--- src/rtl/mem_arbiter_pkg.sv ---
// mem_arbiter_pkg: shared types and constants for the memory-port arbiter.
// The optional access timeout is enabled by defining MEM_ARBITER_TIMEOUT_EN.
package mem_arbiter_pkg;

    typedef enum logic [1:0] {
        IDLE    = 2'b00,
        CPU_ACC = 2'b01,
        DMA_ACC = 2'b10,
        DONE    = 2'b11
    } state_t;

    // Grant encoding; also the meaning of last_grant.
    localparam logic GNT_CPU = 1'b0;
    localparam logic GNT_DMA = 1'b1;

    // Wait counter width: enough to hold TIMEOUT, never narrower than 4 bits.
    function automatic int cnt_width(input int timeout);
        int w;
        w = $clog2(timeout + 1);
        if (w < 4) begin
            w = 4;
        end
        return w;
    endfunction

endpackage

--- src/rtl/rr_pick2.sv ---
// rr_pick2: two-requester round-robin picker, purely combinational.
// Outputs a one-hot grant (bit 0 = req0, bit 1 = req1); on a tie the
// requester that did not receive the last grant wins.
module rr_pick2
    import mem_arbiter_pkg::*;
(
    input  logic       req0,
    input  logic       req1,
    input  logic       last_grant,
    output logic [1:0] gnt
);

    // Pick a winner; last_grant uses the GNT_CPU/GNT_DMA code for req0/req1.
    always_comb begin
        gnt = 2'b00;
        if (req0 && req1) begin
            if (last_grant == GNT_CPU) begin
                gnt = 2'b10;
            end else begin
                gnt = 2'b01;
            end
        end else if (req0) begin
            gnt = 2'b01;
        end else if (req1) begin
            gnt = 2'b10;
        end else begin
            gnt = 2'b00;
        end
    end

endmodule

--- src/rtl/mem_arbiter.sv ---
// mem_arbiter: shares one memory port between the CPU controller and a DMA
// requester, one access at a time, round-robin on ties. An access spends
// one setup cycle with the address/data stable before mem_en rises, then
// holds mem_en until mem_ready; the done pulse and read data appear in the
// following DONE cycle. Define MEM_ARBITER_TIMEOUT_EN to abort accesses
// that wait TIMEOUT cycles for mem_ready (sets the sticky err flag).
module mem_arbiter
    import mem_arbiter_pkg::*;
#(
    parameter int WIDTH   = 8,
    parameter int AW      = 8,
    parameter int TIMEOUT = 15
) (
    input  logic             clk,
    input  logic             reset,
    input  logic             cpu_rd,
    input  logic             cpu_wr,
    input  logic [AW-1:0]    cpu_adr,
    input  logic [WIDTH-1:0] cpu_wd,
    output logic             cpu_done,
    input  logic             dma_req,
    input  logic             dma_we,
    input  logic [AW-1:0]    dma_adr,
    input  logic [WIDTH-1:0] dma_wd,
    output logic             dma_done,
    output logic [WIDTH-1:0] rdata,
    output logic             mem_en,
    output logic             mem_we,
    output logic [AW-1:0]    mem_adr,
    output logic [WIDTH-1:0] mem_wd,
    input  logic [WIDTH-1:0] mem_rd,
    input  logic             mem_ready,
    output logic             err
);

    if (TIMEOUT < 1) begin : g_timeout_range
        $error("mem_arbiter: TIMEOUT must be at least 1");
    end

    state_t           state_r;
    state_t           state_nxt_s;
    logic             last_grant_r;
    logic             gnt_r;
    logic [1:0]       gnt_s;
    logic             cpu_req_s;
    logic             acc_s;
    logic             fin_s;
    logic             to_s;
    logic             mem_en_r;
    logic             mem_we_r;
    logic [AW-1:0]    mem_adr_r;
    logic [WIDTH-1:0] mem_wd_r;
    logic [WIDTH-1:0] rdata_r;
    logic             cpu_done_r;
    logic             dma_done_r;

    assign cpu_req_s = cpu_rd | cpu_wr;
    assign acc_s     = (state_r == CPU_ACC) || (state_r == DMA_ACC);
    // An access ends on mem_ready or on timeout, only once the strobe is up.
    assign fin_s     = acc_s && mem_en_r && (mem_ready || to_s);

    rr_pick2 u_pick (
        .req0       (cpu_req_s),
        .req1       (dma_req),
        .last_grant (last_grant_r),
        .gnt        (gnt_s)
    );

`ifdef MEM_ARBITER_TIMEOUT_EN
    localparam int CNT_W = cnt_width(TIMEOUT);

    logic [CNT_W-1:0] wcnt_r;
    logic             err_r;

    assign to_s = acc_s && mem_en_r && !mem_ready
                  && (wcnt_r == CNT_W'(TIMEOUT - 1));

    // Count strobed wait cycles of the current access; sticky error on abort.
    always_ff @(posedge clk or negedge reset) begin
        if (!reset) begin
            wcnt_r <= {CNT_W{1'b0}};
            err_r  <= 1'b0;
        end else begin
            if (!acc_s) begin
                wcnt_r <= {CNT_W{1'b0}};
            end else if (mem_en_r && !mem_ready) begin
                wcnt_r <= wcnt_r + CNT_W'(1);
            end else begin
                wcnt_r <= wcnt_r;
            end
            err_r <= err_r | to_s;
        end
    end

    assign err = err_r;
`else
    assign to_s = 1'b0;
    assign err  = 1'b0;
`endif

    // State register.
    always_ff @(posedge clk or negedge reset) begin
        if (!reset) begin
            state_r <= IDLE;
        end else begin
            state_r <= state_nxt_s;
        end
    end

    // Next-state logic: arbitrate in IDLE, wait for completion, one DONE cycle.
    always_comb begin
        state_nxt_s = state_r;
        case (state_r)
            IDLE: begin
                if (gnt_s[0]) begin
                    state_nxt_s = CPU_ACC;
                end else if (gnt_s[1]) begin
                    state_nxt_s = DMA_ACC;
                end else begin
                    state_nxt_s = IDLE;
                end
            end
            CPU_ACC, DMA_ACC: begin
                if (fin_s) begin
                    state_nxt_s = DONE;
                end else begin
                    state_nxt_s = state_r;
                end
            end
            DONE:    state_nxt_s = IDLE;
            default: state_nxt_s = IDLE;
        endcase
    end

    // Datapath: latch the winner, drive the strobe, capture read data, pulse done.
    always_ff @(posedge clk or negedge reset) begin
        if (!reset) begin
            mem_en_r     <= 1'b0;
            mem_we_r     <= 1'b0;
            mem_adr_r    <= {AW{1'b0}};
            mem_wd_r     <= {WIDTH{1'b0}};
            rdata_r      <= {WIDTH{1'b0}};
            cpu_done_r   <= 1'b0;
            dma_done_r   <= 1'b0;
            gnt_r        <= GNT_CPU;
            last_grant_r <= GNT_DMA;
        end else begin
            cpu_done_r <= 1'b0;
            dma_done_r <= 1'b0;
            case (state_r)
                IDLE: begin
                    if (gnt_s[0]) begin
                        mem_adr_r <= cpu_adr;
                        mem_wd_r  <= cpu_wd;
                        mem_we_r  <= cpu_wr;
                        gnt_r     <= GNT_CPU;
                    end else if (gnt_s[1]) begin
                        mem_adr_r <= dma_adr;
                        mem_wd_r  <= dma_wd;
                        mem_we_r  <= dma_we;
                        gnt_r     <= GNT_DMA;
                    end
                end
                CPU_ACC, DMA_ACC: begin
                    if (!mem_en_r) begin
                        mem_en_r <= 1'b1;
                    end else if (fin_s) begin
                        mem_en_r <= 1'b0;
                        mem_we_r <= 1'b0;
                        if (to_s) begin
                            rdata_r <= {WIDTH{1'b0}};
                        end else if (!mem_we_r) begin
                            rdata_r <= mem_rd;
                        end
                        if (gnt_r == GNT_CPU) begin
                            cpu_done_r <= 1'b1;
                        end else begin
                            dma_done_r <= 1'b1;
                        end
                    end
                end
                DONE: begin
                    last_grant_r <= gnt_r;
                end
                default: begin
                    mem_en_r <= 1'b0;
                end
            endcase
        end
    end

    assign mem_en   = mem_en_r;
    assign mem_we   = mem_we_r;
    assign mem_adr  = mem_adr_r;
    assign mem_wd   = mem_wd_r;
    assign rdata    = rdata_r;
    assign cpu_done = cpu_done_r;
    assign dma_done = dma_done_r;

endmodule
--- config.mk ---
export PLATFORM = sky130hd
export DESIGN_NAME = mem_arbiter
export DESIGN_NICKNAME = d
export VERILOG_FILES = /design/src/rtl/mem_arbiter_pkg.sv /design/src/rtl/rr_pick2.sv /design/src/rtl/mem_arbiter.sv
export SDC_FILE = /design/constraint.sdc
export NUM_CORES = 1
export LEC_CHECK = 0
export ABC_AREA = 1
export ABC_CLOCK_PERIOD_IN_PS = 1400
export CORE_MARGIN = 4
export CORE_UTILIZATION = 39
export DETAILED_ROUTE_END_ITERATION = 7
export GPL_TIMING_DRIVEN = 0
export PLACE_DENSITY = 0.79
export SLEW_MARGIN = 20
export SYNTH_ARGS = -nofsm -noshare
export SYNTH_HDL_FRONTEND = slang
export SYNTH_HIERARCHICAL = 1
export SYNTH_SLANG_ARGS = --single-unit
--- constraint.sdc ---
create_clock -name clk -period 1.4 [get_ports clk]
set_input_delay 0.21 -clock clk [delete_from_list [all_inputs] [get_ports clk]]
set_output_delay 0.21 -clock clk [all_outputs]
set_load 0.02 [all_outputs]
### Word level (Yosys, flattened, before mapping)

Cells that the tools add are included.

* $add $sub $neg: 0
* multipliers: 0
* div/mod/pow operators: 0
* order comparisons: 0
* eq/ne operators: 6
* shifts and indexed selects: 0
* multiplexer cells: 29
* bitwise logic cells: 2
* reductions and logical operators: 11

Operators by type and width (count)
* $mux 8: 4
* $mux 1: 16
* $mux 2: 7
* $reduce_and 4->1: 2
* $pmux 2 s3: 1
* $eq 2x2->1 const B: 2
* $ne 2x2->1 const B: 2
* $reduce_bool 2->1: 2
* $logic_and 1x1->1: 3
* $ne 3x3->1 const B: 1
* $eq 2x1->1 const B: 1
* $logic_not 2->1: 1
* $pmux 1 s2: 1
* $reduce_and 2->1: 1
* $reduce_or 2->1: 1
* $logic_or 1x1->1: 1
* $not 1->1: 1
* $or 1x1->1: 1

* register bits: 32
* bits in latches: 0
* RAM bits: 0
* ROM bits: 0
* input port bits: 47
* output and inout port bits: 29
* word-level logic and storage cells: 58
* memories: 0

### Depth between registers and ports, before layout

Gate-level depths: netlist of the first run.

* depth after elaboration: 7
* mapped depth: 9
* depth with buffers taken out: 8

### Cells and area by module

Netlist of the first run, hierarchy kept.

Modules (own cells, without submodules)
* mem_arbiter: times used 1, cells each 169, area each 1438.9 um2, seq. area each 802.0 um2
* rr_pick2: times used 1, cells each 5, area each 21.3 um2, seq. area each 0.0 um2

### Least setup slack after synthesis of the first run

Ideal clock, no wire load.

* path kind: register to register
* start: reg state_r[0]
* end: reg rdata_r[0], in the netlist rdata[0]
* setup time: 123 ps
* data arrival time: 1159 ps
* required time: 1277 ps
* setup slack: 118 ps
* cell stages (with the launch flop): 7
* path buffers: 1
* period minus slack after synthesis: 1282 ps
* cells stage by stage: dfrtp_1 > inv_1 > ha_1 > nand3_1 > buf_2 > o21ai_0 > nand2_1

* cells in the longest elaborated chain, start to end: 5
* elaborated cells on any way between the ends: 7
* those cells by class: 2 x eq/ne; 5 x reduce/logical

RTL lines
* start: declaration: line mem_arbiter.sv:40 `state_t state_r;`
* start signal: assignment: line mem_arbiter.sv:106 `state_r <= state_nxt_s;`
* $eq 2x1->1 or $eq 2x2->1 (tied branches): line mem_arbiter.sv:58 `assign acc_s = (state_r == CPU_ACC) || (state_r == DMA_ACC);`
* $logic_or 1x1->1 (*): line mem_arbiter.sv:58
* via acc_s: line mem_arbiter.sv:46 `logic acc_s;`
* $logic_and 1x1->1 (*) (2 in series): line mem_arbiter.sv:60 `assign fin_s = acc_s && mem_en_r && (mem_ready || to_s);`
* $reduce_and 4->1 (no source line) (*)
* end signal: assignment: line mem_arbiter.sv:142 `rdata_r <= {WIDTH{1'b0}};`
* end signal: assignment: line mem_arbiter.sv:171 `rdata_r <= {WIDTH{1'b0}};`
* end signal: assignment: line mem_arbiter.sv:173 `rdata_r <= mem_rd;`
* end: declaration: line mem_arbiter.sv:53 `logic [WIDTH-1:0] rdata_r;`

Mark *: on every way through the listed nets, which the timed path passes. The rest lies on a longest branch.
A chain may end at the register's enable or synchronous reset.

### Worst setup path after layout of the first run

* start: reg last_grant_r
* end: reg mem_wd_r[4], in the netlist mem_wd[4]

* cells in the longest elaborated chain, start to end: 4
* elaborated cells on any way between the ends: 5
* those cells by class: 3 x mux; 2 x reduce/logical

RTL lines
* start: declaration: line mem_arbiter.sv:42 `logic last_grant_r;`
* start signal: assignment: line mem_arbiter.sv:183 `last_grant_r <= gnt_r;`
* $mux 2 (*): line rr_pick2.sv:17 `if (last_grant == GNT_CPU) begin`
* $mux 2 (*): line rr_pick2.sv:16 `if (req0 && req1) begin`
* via gnt_s[0]: line mem_arbiter.sv:44 `logic [1:0] gnt_s;`
* $reduce_bool 2->1 (no source line)
* $reduce_and 2->1 (no source line)
* end signal: assignment: line mem_arbiter.sv:141 `mem_wd_r <= {WIDTH{1'b0}};`
* end signal: assignment: line mem_arbiter.sv:154 `mem_wd_r <= cpu_wd;`
* end signal: assignment: line mem_arbiter.sv:159 `mem_wd_r <= dma_wd;`
* end: declaration: line mem_arbiter.sv:52 `logic [WIDTH-1:0] mem_wd_r;`

Marked as above.

==> results.cfg, run 1 <==
[outcome]
status = finished with violations
failed_checks = hold timing

[place]
dpl.cell_count = 294
place_congestion = 0.7813
pre_cts_ws_ns = -0.4990
dp_hpwl_um = 2991
io_buffers = 74

[timing]
timing.hold.ws_ns = -0.01922
finalSetupViolCount = 0
hold_violations = 31
min_period_ns = 1.335
skew_ns = 0.003715
worst_pin_slew_ns = 0.6956
finalMaxSlewViolations = 0
fin_ws_ns = 0.06469
period_share_pct = 95.38
clock.fmax_mhz = 748.9
max-slew-margin-rel_pct = 53.63

[clock_tree]
clockRootBuffer = clkbuf_8
cts_sinks = 32
path_clk_slew_ns = 0.07
tritoncts = built
h-tree-depth = 2
cts_buffer_depth = 2
clk_latency_ns = 0.27
numCtsBuffers = 5

[routing]
viasPerCell = 4.752
vias = 1478
wl_um = 4084
wire_per_inst_um = 13.13
drc = 0
drt_iter0_markers = 111
antenna_left = 0
firstDrtPassIters = 4

[global_routing]
grt_pass1_wl_um = 6561
antenna_found_initial = 0
grt-ovfl-total = 0
grt_max_degree = 33
grtUsageTotal_pct = 17.21
grt_pass1_vias = 1360

[synthesis]
ys_warn_count = 6
synth-seq-cells = 32
synthesis.area_sq_mm = 0.001460
syn_nets = 223
async_reset_ff_share_pct = 100.0
synth_ff_type = dfrtp_1
yosys-top-cells-area = dfrtp_1 (53%), nand2_1 (16%), a31oi_1 (6.9%), nor2_1 (5.4%), o21ai_0 (3.8%)
yosysMostFrequentCell = nand2_1
synth_top_cell_by_area = dfrtp_1
synthTopCellsByCount = nand2_1 (64), dfrtp_1 (31), nor2_1 (21), a31oi_1 (16), o21ai_0 (11)
synthCells = 174
avgSynthCellArea_sq_um = 8.392
synth_top_area_share_pct = 53.13
ys_types = 20
synth_edf_count = 0
ys_seq_area_share_pct = 54.93

[run]
cap_violations = 0

[floorplan]
rows = 21
pin_count = 76
die_w_um = 69.19
die_h_um = 69.19
initial_core_util_pct = 42.10
dieArea_sq_mm = 0.004787
coreArea_sq_mm = 0.003468

[pwr]
leakage_nw = 1.219
power_mw = 5.099
peakVddDrop_mv = 0.8910
power_density_mw_per_mm2 = 2037

[critical_path]
critical_path_required_ns = 1.55
critPathLaunchType = register
worstPathArrival_ns = 1.48
end_kind = register
crit_type = reg2reg
path_max_fanout = 7

[layout]
diodes = 0
drive_gt1_share_pct = 14.72
fin_cells = 311
nNetsFinal = 314
area_growth_pct = 71.47
nFillCells = 299

[hold_path]
min_path_type = in2async
-- sequential cells by signal, summed over array words and instances (netlist names) --
register	flops
mem_en	1
mem_we	1
dma_done	1
mem_adr	8
rdata	8
last_grant_r	1
gnt_r	1
cpu_done	1
state_r	2
mem_wd	8
-- power by group --
group	switching, mW	internal (mW)
clock	0.305	0.337
sequential	0.194	1.38
combinational	1.65	1.23
total	2.15	2.95
-- layout by cell type (no fill, tap or decap), types with 2 or more instances in the layout --
| cell type | Yosys | routed |
|---|---|---|
| a31oi_1 | 16 | 16 |
| buf_4 | 1 | 10 |
| buf_6 | 4 | 3 |
| buf_8 | 0 | 4 |
| clkbuf_8 | 0 | 5 |
| clkdlybuf4s50_1 | 0 | 43 |
| dfrtp_1 | 31 | 31 |
| dlygate4sd2_1 | 0 | 28 |
| dlymetal6s2s_1 | 0 | 2 |
| inv_1 | 7 | 7 |
| nand2_1 | 64 | 59 |
| nand2_2 | 1 | 4 |
| nand2_4 | 0 | 2 |
| nand3_1 | 4 | 2 |
| nor2_1 | 21 | 21 |
| o21ai_0 | 11 | 6 |
| o21ai_1 | 1 | 6 |
-- per-stage QoR --
stage / utilization (%) / instance area [sq um] / hold WS, ns / setup TNS, ns
2_1_floorplan: - / 1460 / -0.08559 / 0
3_3_place_gp: 65.12 / 2258 / 0.4150 / -23.35
3_5_place_dp: 64.97 / 2253 / 0.3035 / -8.386
4_1_cts: 68.58 / 2379 / 0.009789 / 0
5_1_grt: 72.19 / 2504 / 0.05646 / -0.006264
6_report: 72.19 / 2504 / -0.01922 / 0
-- kinds of logic (layout without fill, tap and decap cells) --
kind of cell | Yosys count | in the layout | synth area share, %
other | 1 | 1 | 0.2568
AO/OA/AOI/OAI | 30 | 30 | 11.65
buffers and inverters | 17 | 108 | 6.940
flip-flops | 32 | 32 | 54.93
AND/OR/NAND/NOR | 92 | 92 | 24.51
adder cells (fa/ha/maj) | 2 | 2 | 1.714
-- path summary, 6_finish.rpt --
path	depth (start not counted)	slack [ns]	startpoint	endpoint
max	7	0.06	last_grant_r	mem_wd[4]
min reg2reg	1	0.43	gnt_r	cpu_done
min	1	-0.02	reset	rdata[5]
max reg2reg	7	0.06	last_grant_r	mem_wd[4]
min in group clk	1	0.43	gnt_r	cpu_done
max in group asynchronous	1	0.97	reset	mem_wd[4]
-- metal layers --
layer  part of all wire [%]  track usage [%]
met3                    6.8            6.087
met1                     42            21.85
met5                      0                0
met4                    1.1            4.772
met2                     50            27.75
-- area by class of cell --
cell class                      count  area, sq um  share of cell area [%]
Timing Repair Buffer               84        802.0                   32.03
Inverter                            8        42.54                   1.699
Clock inverter                      1        5.005                  0.1999
Tap cell                           46        57.56                   2.299
Buffer                              9        101.3                   4.048
Multi-Input combinational cell    125        620.6                   24.79
Sequential cell                    32        802.0                   32.03
Clock buffer                        6        72.57                   2.899
-- critical path, cell delays in order, from the launching register on --
cell and delay (ns):
dfstp_2 0.54, nand3_2 0.07, nand2_2 0.11, buf_8 0.16, clkinv_8 0.07, buf_4 0.14
nand2_1 0.05, a31oi_1 0.07
-- repair_timing --
item                                    4_1_cts  5_1_grt
endpoints found under the hold margin         0        0
buffers inserted                              5        3
hold buffers                                  0        0
endpoints found under the setup margin       52       26
gates resized for setup                      39       26
pin swaps                                     1        6
cloned                                        1        1
(Power assumes the default switching activity.)
==> inputs of run 2 (changes only) <==
- CORE_MARGIN: 4 -> default
==> results.cfg, run 2 (synthesis gave the netlist of run 1 again) <==
[outcome]
status = finished with violations
failed_checks = hold timing

[global_routing]
grt_pass1_wl_um = 5913
grt_max_degree = 33
grtUsageTotal_pct = 19.10
antenna_found_initial = 0
grt_pass1_vias = 1372
grt-ovfl-total = 0

[timing]
clock.fmax_mhz = 724.6
min_period_ns = 1.380
finalMaxSlewViolations = 0
finalSetupViolCount = 0
max-slew-margin-rel_pct = 54.16
worst_pin_slew_ns = 0.6876
period_share_pct = 98.57
timing.hold.ws_ns = -0.01843
hold_violations = 31
skew_ns = 0.002246
rsz0062_at_grt = yes

[floorplan]
dieArea_sq_mm = 0.003993
coreArea_sq_mm = 0.003468
rows = 21
die_h_um = 63.19
pin_count = 76
die_w_um = 63.19
initial_core_util_pct = 42.10

[pwr]
power_density_mw_per_mm2 = 2034
peakVddDrop_mv = 1.008
leakage_nw = 1.201

[clock_tree]
path_clk_slew_ns = 0.06
clk_latency_ns = 0.27
cts_sinks = 32
clockRootBuffer = clkbuf_8
holdBufCountCts = 0
tritoncts = built
cts_buffer_depth = 2
numCtsBuffers = 5
h-tree-depth = 2

[routing]
firstDrtPassIters = 4
viasPerCell = 4.718
drt_iter0_markers = 55
wl_um = 3926
wire_per_inst_um = 12.71
vias = 1458
antenna_left = 0
drc = 0

[layout]
register_area_sq_um = 802.0
diodes = 0
final_core_util_pct = 72.01
multi_input_area_sq_um = 628.1
mostFrequentLayoutCells = nand2_1 (59), clkdlybuf4s50_1 (43), dfrtp_1 (31), dlygate4sd2_1 (29), nor2_1 (20)
area_growth_pct = 71.04
drive_gt1_share_pct = 14.45
nFillCells = 291
final_common_cell = nand2_1
nNetsFinal = 312

[place]
dp_hpwl_um = 2752
place_congestion = 0.8100
io_buffers = 74

[critical_path]
path_max_fanout = 8
end_kind = register
worstPathArrival_ns = 1.53
critPathLaunchType = register
critical_path_required_ns = 1.55
rr_endpoint = mem_adr[3]
crit_type = reg2reg
crit_family = flip-flops
path_cells = nand3_2 -> nand2_4 -> buf_12 -> clkinv_8 -> buf_8 -> nand2_1 -> a31oi_1
rrSetupSlack_ns = 0.02
rr_startpoint = last_grant_r
worstPathBufferInverterCount = 3
cp_slowest_cell = dfstp_2
worst_path_largest_cell_delay_ns = 0.57
r2r_cells = 7

[hold_path]
min_path_type = in2async

[run]
cap_violations = 0
[run 2: changes by cell type in the layout (fill, tap and decap cells not counted), sizes merged]
cell,previous run,this run
buf,19,17
dlygate4sd2,28,29
dlymetal6s2s,2,1
[run 2: timing repair]
action | CTS | global route
gates resized for setup | 42 | 23
pin swaps | 1 | 5
gates cloned | 1 | 2
endpoints found under the setup margin | 53 | 22
buffers inserted | 4 | 1
[run 2: worst reg2reg max path: stages, from the launching register on]
cell,delay [ns]
dfstp_2,0.57
nand3_2,0.11
nand2_4,0.11
buf_12,0.14
clkinv_8,0.08
buf_8,0.13
nand2_1,0.05
a31oi_1,0.08
[run 2: cell type report]
type / instances / area share, %
multi-input combinational: 125 / 25.15
timing repair buffer: 82 / 31.51
buffer: 9 / 4.108
tap: 46 / 2.305
inverter: 8 / 1.703
clock inverter: 1 / 0.2004
sequential: 32 / 32.11
clock buffer: 6 / 2.906
[run 2: per-layer routing]
metal	GRT usage, %	share of wire [%]	vias up
met2	32.12	49	52
met4	7.386	1.6	0
met3	5.797	6.1	6
li1	-	-	733
met5	0	0	-
met1	22.75	43	667
[run 2: through the flow]
step                      total power, mW  setup TNS [ns]  cells  cell area (sq um)  setup WS (ns)
final                               5.081               0    309               2497        0.02002
after global routing                5.447         -0.2133    309               2497       -0.04710
after CTS                           4.893               0    306               2379        0.01735
after detailed placement            4.361          -8.205    294               2253        -0.4830
after global placement              4.294          -22.66    294               2258        -0.4811
after floorplan                     3.167               0    174               1460         0.1181
[run 2: where the power goes]
part	internal (mW)	switching (mW)
Sequential	1.38	0.225
Combinational	1.21	1.63
Clock	0.337	0.300
[run 2: worst max path at each step]
stage                  from          to  slack (ns)  cells past startpoint
6_report       last_grant_r  mem_adr[3]        0.02                      7
4_1_cts          state_r[1]    rdata[2]        0.02                      6
5_1_grt        last_grant_r  mem_adr[3]       -0.05                      7
3_5_place_dp         cpu_wr   mem_wd[0]       -0.48                      9
2_1_floorplan    state_r[0]    rdata[0]        0.12                      6
3_3_place_gp          reset   mem_wd[7]       -0.48                      1
==> inputs of run 3 (changes only) <==
- CORE_ASPECT_RATIO: default -> 1.75
==> results.cfg, run 3 (synthesis gave the netlist of run 1 again) <==
[routing]
vias = 1487
wl_um = 3911
wire_per_inst_um = 12.54
viasPerCell = 4.766
antenna_left = 0
drt_iter0_markers = 37
drc = 0
firstDrtPassIters = 4

[floorplan]
initial_core_util_pct = 40.65
coreArea_sq_mm = 0.003592
pin_count = 76
rows = 29
die_h_um = 82.95
die_w_um = 48.26
dieArea_sq_mm = 0.004003

[critical_path]
worst_path_largest_cell_delay_ns = 0.55
worstPathBufferInverterCount = 3
crit_family = flip-flops
crit_type = reg2reg
end_kind = register
worstPathArrival_ns = 1.51
critical_path_required_ns = 1.57
critPathLaunchType = register
path_cells = nand3_2 -> nand2_2 -> buf_6 -> clkinv_8 -> buf_4 -> nand2_1 -> a31oi_1
cp_slowest_cell = dfstp_2
path_max_fanout = 6

[pwr]
p_switching_mw = 2.155
clkPwrFrac_pct = 14.1
leakage_nw = 1.193
seqPwrFrac_pct = 31.2
peakVddDrop_mv = 1.390
switching_share_pct = 42.10
power_density_mw_per_mm2 = 2073
p_comb_share_pct = 54.8
p_int_mw = 2.964

[timing]
finalSetupViolCount = 0
clock.fmax_mhz = 745.1
finalMaxSlewViolations = 0
min_period_ns = 1.342
hold_violations = 0
rsz0062_at_grt = yes
period_share_pct = 95.86
worst_pin_slew_ns = 0.6982
timing.hold.ws_ns = 0.4226
max-slew-margin-rel_pct = 53.45
fin_ws_ns = 0.05796
skew_ns = 0.003131

[layout]
multi_input_area_sq_um = 603.1
final_core_util_pct = 68.76
mostFrequentLayoutCells = nand2_1 (60), clkdlybuf4s50_1 (43), dfrtp_1 (31), dlygate4sd2_1 (29), nor2_1 (20)
drive_gt1_share_pct = 14.29
register_area_sq_um = 802.0
area_growth_pct = 69.15
diodes = 0
nFillCells = 296
nNetsFinal = 314
final_common_cell = nand2_1

[clock_tree]
cts_buffer_depth = 2
path_clk_slew_ns = 0.06
clk_latency_ns = 0.28
cts_sinks = 32
numCtsBuffers = 5
clockRootBuffer = clkbuf_8
h-tree-depth = 2
tritoncts = built

[place]
place_congestion = 0.8602
pre_cts_ws_ns = -0.5097
dp_hpwl_um = 2746
io_buffers = 74

[hold_path]
min_path_type = reg2reg

[global_routing]
gr-usage-met3_pct = 7.174
grt_max_degree = 33
met1_usage_pct = 22.79
grtUsageMet2_pct = 36.00
grt_pass1_vias = 1359
grt-ovfl-total = 0
grt.busiest_layer = met2
antenna_found_initial = 0
grtUsageTotal_pct = 21.16
grt_pass1_wl_um = 6030

[outcome]
status = finished clean

[run]
cap_violations = 0
==> run 3: routing by layer <==
layer	wire length (um)	vias to the layer above
met2	2192	56
met5	0	-
met1	1413	685
met4	56	0
li1	-	741
met3	249	5
==> run 3: worst reg2reg max path: stages (launching register included) <==
cell,delay [ns]
dfstp_2,0.55
nand3_2,0.08
nand2_2,0.08
buf_6,0.15
clkinv_8,0.08
buf_4,0.14
nand2_1,0.06
a31oi_1,0.08
==> run 3: power by group through the flow <==
stage | logic (mW) | registers (mW) | clock network [mW]
final | 2.80 | 1.60 | 0.721
after detailed placement | 2.75 | 1.63 | 0
after CTS | 2.60 | 1.60 | 0.729
after floorplan | 1.10 | 2.07 | 0
after global placement | 2.70 | 1.60 | 0
after global routing | 3.09 | 1.66 | 0.778
==> run 3: worst paths after layout <==
| kind | end | cells after the start | startpoint | slack (ns) |
|---|---|---|---|---|
| setup / recovery | mem_wd[5] | 7 | last_grant_r | 0.06 |
| hold / removal | cpu_done | 1 | gnt_r | 0.42 |
| setup reg to reg | mem_wd[5] | 7 | last_grant_r | 0.06 |
| hold reg to reg | cpu_done | 1 | gnt_r | 0.42 |
| max in group asynchronous | mem_wd[7] | 2 | reset | 0.44 |
| min in group asynchronous | cpu_done | 2 | reset | 0.51 |
==> run 3: cell type report <==
cell class	instances	area share, %
repair buffers	84	31.61
well taps	46	2.330
multi-input cells	125	24.42
plain buffers	9	3.799
flip-flops and latches	32	32.47
inverters	8	1.722
clock buffers	8	3.647
==> run 3: repair_timing <==
action | CTS | global route
endpoints found under the hold margin | 31 | 0
hold buffers | 1 | 0
gates resized for setup | 40 | 18
pin swaps | 3 | 4
setup endpoints to repair | 50 | 26
cloned | 1 | 2
setup buffers | 3 | 3
==> run 3: through the flow <==
stage          instance area [sq um]  power (mW)   TNS, ns  instances
2_1_floorplan                   1460       3.167         0        174
3_3_place_gp                    2258       4.302    -23.50        294
3_5_place_dp                    2253       4.374    -8.277        294
4_1_cts                         2376       4.926         0        307
5_1_grt                         2470       5.521  -0.01807        312
6_report                        2470       5.119         0        312
